===== src/rtl/rsc_frame_encoder.sv =====
// rsc_frame_encoder: rate-1/2 RSC encoder (memory 2, feedback 7, feedforward 5) with per-frame trellis termination.
// Revision 1.0
`default_nettype none

module rsc_frame_encoder #(
   parameter int FRAME_LEN = 64
) (
   input  logic Turbo_clk,
   input  logic rst,
   input  logic frame_start,
   input  logic in_bit,
   input  logic in_valid,
   output logic in_ready,
   output logic sys,
   output logic parity,
   output logic Data_Valid,
   output logic frame_done
);

   localparam int             CNT_W    = (FRAME_LEN > 1) ? $clog2(FRAME_LEN) : 1;
   localparam logic [CNT_W-1:0] LAST_IDX = CNT_W'(FRAME_LEN - 1);

   typedef enum logic [1:0] {
      IDLE = 2'd0,
      DATA = 2'd1,
      TAIL = 2'd2
   } state_t;

   state_t           state;
   logic             s1;
   logic             s0;
   logic [CNT_W-1:0] cnt;
   logic             tail_second;

   logic accept;
   logic fb;
   logic tail_u;

   assign accept = in_valid && in_ready;
   assign fb     = in_bit ^ s1 ^ s0;
   // Tail input cancels the feedback so the register flushes to zero in two steps.
   assign tail_u = s1 ^ s0;

   always_ff @(posedge Turbo_clk) begin
      if (rst) begin
         state       <= IDLE;
         s1          <= 1'b0;
         s0          <= 1'b0;
         cnt         <= '0;
         tail_second <= 1'b0;
         in_ready    <= 1'b0;
         sys         <= 1'b0;
         parity      <= 1'b0;
         Data_Valid  <= 1'b0;
         frame_done  <= 1'b0;
      end else begin
         Data_Valid <= 1'b0;
         frame_done <= 1'b0;
         case (state)
            IDLE: begin
               if (frame_start) begin
                  state       <= DATA;
                  s1          <= 1'b0;
                  s0          <= 1'b0;
                  cnt         <= '0;
                  tail_second <= 1'b0;
                  in_ready    <= 1'b1;
               end
            end
            DATA: begin
               if (accept) begin
                  s1         <= fb;
                  s0         <= s1;
                  sys        <= in_bit;
                  parity     <= fb ^ s0;
                  Data_Valid <= 1'b1;
                  if (cnt == LAST_IDX) begin
                     state    <= TAIL;
                     in_ready <= 1'b0;
                     cnt      <= '0;
                  end else begin
                     cnt <= cnt + CNT_W'(1);
                  end
               end
            end
            TAIL: begin
               s1          <= 1'b0;
               s0          <= s1;
               sys         <= tail_u;
               parity      <= s0;
               Data_Valid  <= 1'b1;
               tail_second <= ~tail_second;
               if (tail_second) begin
                  state      <= IDLE;
                  frame_done <= 1'b1;
               end
            end
            default: begin
               state    <= IDLE;
               in_ready <= 1'b0;
            end
         endcase
      end
   end

endmodule

`default_nettype wire


===== config.mk =====
export PLATFORM = sky130hd
export DESIGN_NAME = rsc_frame_encoder
export DESIGN_NICKNAME = d
export VERILOG_FILES = /design/src/rtl/rsc_frame_encoder.sv
export SDC_FILE = /design/constraint.sdc
export NUM_CORES = 1
export LEC_CHECK = 0
export CORE_UTILIZATION = 35
export CTS_BUF_LIST = sky130_fd_sc_hd__clkbuf_8
export CTS_CLUSTER_DIAMETER = 200
export DETAILED_ROUTE_END_ITERATION = 7
export GPL_ROUTABILITY_DRIVEN = 0
export GPL_TIMING_DRIVEN = 1
export HOLD_SLACK_MARGIN = 0.05
export PLACE_DENSITY = 0.58
export SLEW_MARGIN = 20
export SYNTH_ARGS = -nofsm -noshare
export SYNTH_HDL_FRONTEND = slang
export SYNTH_SLANG_ARGS = --single-unit

===== constraint.sdc =====
create_clock -name Turbo_clk -period 4.25 [get_ports Turbo_clk]
set_input_delay 0.85 -clock Turbo_clk [delete_from_list [all_inputs] [get_ports Turbo_clk]]
set_output_delay 0.85 -clock Turbo_clk [all_outputs]
set_load 0.05 [all_outputs]

==> qor.yml <==
num_rows: 17
nets: 123
cts_resized: 0
synth_top_area_share_pct: 37.2
vdd_drop_max_mv: 0.317
cts_made_buffers: 3
yosysMostFrequentCell: "dfxtp_1"
antenna_found_initial: 0
synth_top_cells_by_area: "dfxtp_1, ha_1, mux2i_1"
syn-instance-count: 104
grt_max_degree: 19
die_height_um: 51.6
critical_path_peak_fanout: 8
synth-main-ff-cell: "dfxtp_1"
fmax_mhz: 418
crit_type: "in -> reg"
clock-sinks: 16
hold_class: "reg -> reg"
syn_nets: 114
ctsHoldBuffers: 0
die_w_um: 51.6
hold_depth: 2
crit_required_ns: 4.41
report.final.hold_viol_count: 0
gr-total-overflow: 0
rsz0062_at_grt: "no"
async_reset_ff_share_pct: 0
synth_edf_count: 0
switching_share_pct: 38.4
power_density_nw_per_um2: 547
ff2ff_path_depth: 6
tightest_slew_ns: 0.609
finClkSkew_ns: 0.00386
arrival_ns: 2.56
diodes: 0
switchingPower_uw: 214
cellLeakagePower_uw: 0.000359
p_int_uw: 344
initial_core_util_pct: 38.2
critPathCaptureType: "flip-flop"
cts_tree: "yes"
synth_seq_cells: 16
clkPwrFrac_pct: 24.1
htree_levels: 1
clockBufferDepth: 2
die_area_um2: 2660
clkSlewWorstSetupHoldPaths_ns: 0.06
core-area_um2: 2250
layout_worst_path_cycle_share_pct: 56.3
drc_errors: 0
grt_pass1_wl_um: 3080
fillers: 239
grt_usage_pct: 15.9
vias: 726
cp-start-kind: "input pin"
p_comb_share_pct: 41.5
wl_per_cell_um: 12.4
drive_gt1_share_pct: 4.46
slew_violations: 0
boundaryPins: 10
avgSynthCellArea_um2: 8.28
synth_warnings: 0
timing.final.crit_period_ns: 2.39
post-cts-setup-buffers: 0
setup_viol: 0
dr.pass1.iters: 4
seq_area_frac_synth_pct: 37.2
p_seq_share_pct: 34.4
ys_types: 29
yosysTopAreaCell: "dfxtp_1"
maxCapViolations: 0
clockRootBuffer: "clkbuf_8"
area_delta_synth_final_pct: 18.5
slew-limit-headroom_pct: 59.3
hpwl_um: 1290
clkLatencyLatePin_ns: 0.25
p_total_uw: 558
routed_wl_um: 1730
syn_area_um2: 861
outcome: "finished, final reports clean"
grt_pass1_vias: 710
finalSetupTns_ns: 0
drt_first_iter_violations: 6
port_buffers: 9
vias_per_cell: 5.19
ant_nets: 0
synth_common_cells: "dfxtp_1, a21oi_1, nand2_1"
[cell families (layout without fill, tap and decap cells)]
logic type / after synthesis / count (layout) / synth area share, %
buf+inv: 7 / 15 / 3.34
flops: 16 / 16 / 37.2
simple gates: 44 / 44 / 26.7
mux: 5 / 5 / 5.81
compound gates: 23 / 23 / 15.6
xor+xnor: 4 / 4 / 4.07
fa+ha+maj: 5 / 5 / 7.27
[final cells by class]
type                            count  area [um^2]  area share (%)
Sequential cell                    16          320            31.4
Tap cell                           28         35.0            3.44
Multi-Input combinational cell     81          512            50.2
Inverter                            2         7.51           0.736
Timing Repair Buffer                9         90.1            8.83
Clock buffer                        4         55.1            5.40
[worst paths after layout]
| path | from | to | slack (ns) |
|---|---|---|---|
| setup / recovery | in_valid | cnt[3]$_SDFFE_PP0P_ | 1.86 |
| hold / removal | cnt[1]$_SDFFE_PP0P_ | cnt[1]$_SDFFE_PP0P_ | 0.49 |
| setup reg to reg | state[1]$_SDFFE_PP0P_ | cnt[3]$_SDFFE_PP0P_ | 2.06 |
| hold reg to reg | cnt[1]$_SDFFE_PP0P_ | cnt[1]$_SDFFE_PP0P_ | 0.49 |
[layer usage]
metal  global-route usage, %  wire length [um]  up-vias
li1                        -                 -      381
met1                    19.0               829      334
met2                    26.2               823        7
met3                    5.26                57        4
met4                    6.31                22        0
met5                       0                 0        -
[state kept, by name, summed over array words and instances (netlist names)]
register,count
Data_Valid,1
cnt,6
frame_done,1
in_ready,1
parity,1
s0,1
s1,1
state,2
sys,1
tail_second,1
[critical path, cell delays in order]
cell and delay [ns]:
clkdlybuf4s50_1 0.52, a21boi_2 0.10, or3_1 0.48, or4_1 0.44, a21oi_1 0.17
[power by group through the flow]
stage	clock [uW]	combinational (uW)	sequential [uW]
global route	145	258	195
global placement	0	228	193
finish	135	231	192
CTS	141	234	192
detailed placement	0	232	195
floorplan	0	159	215
[stage by stage]
stage / area (um^2) / hold slack (ns) / std cells / setup WS (ns) / utilization [%]
after floorplan: 861 / 0.462 / 104 / 2.25 / -
after global placement: 965 / 0.478 / 136 / 1.68 / 42.8
after detailed placement: 965 / 0.482 / 136 / 1.59 / 42.8
after CTS: 1020 / 0.491 / 140 / 1.85 / 45.2
after global routing: 1020 / 0.537 / 140 / 1.79 / 45.2
final: 1020 / 0.486 / 140 / 1.86 / 45.2
[cells in the final DEF (no fill, tap or decap)]
master	Yosys	layout
or2_1	1	1
nor2_1	7	7
inv_1	2	2
o21a_1	1	1
nand4b_1	1	1
xnor2_1	4	4
a2bb2oi_1	1	1
dfxtp_1	16	16
a21boi_2	1	1
nand2_1	8	8
nor3b_1	1	1
a31oi_1	3	3
o21ai_0	2	2
ha_1	5	5
nor4_1	1	1
nand3_1	7	7
nand2b_1	4	4
nand3b_1	1	1
or4_1	1	1
clkdlybuf4s50_1	0	9
o21ai_1	5	5
a21oi_1	9	9
or2b_1	1	1
nor2b_1	4	4
clkbuf_8	0	4
o211ai_1	1	1
nor3_1	5	5
mux2i_1	5	5
or3_1	2	2
Note: power is estimated with default switching activity, not from simulation.
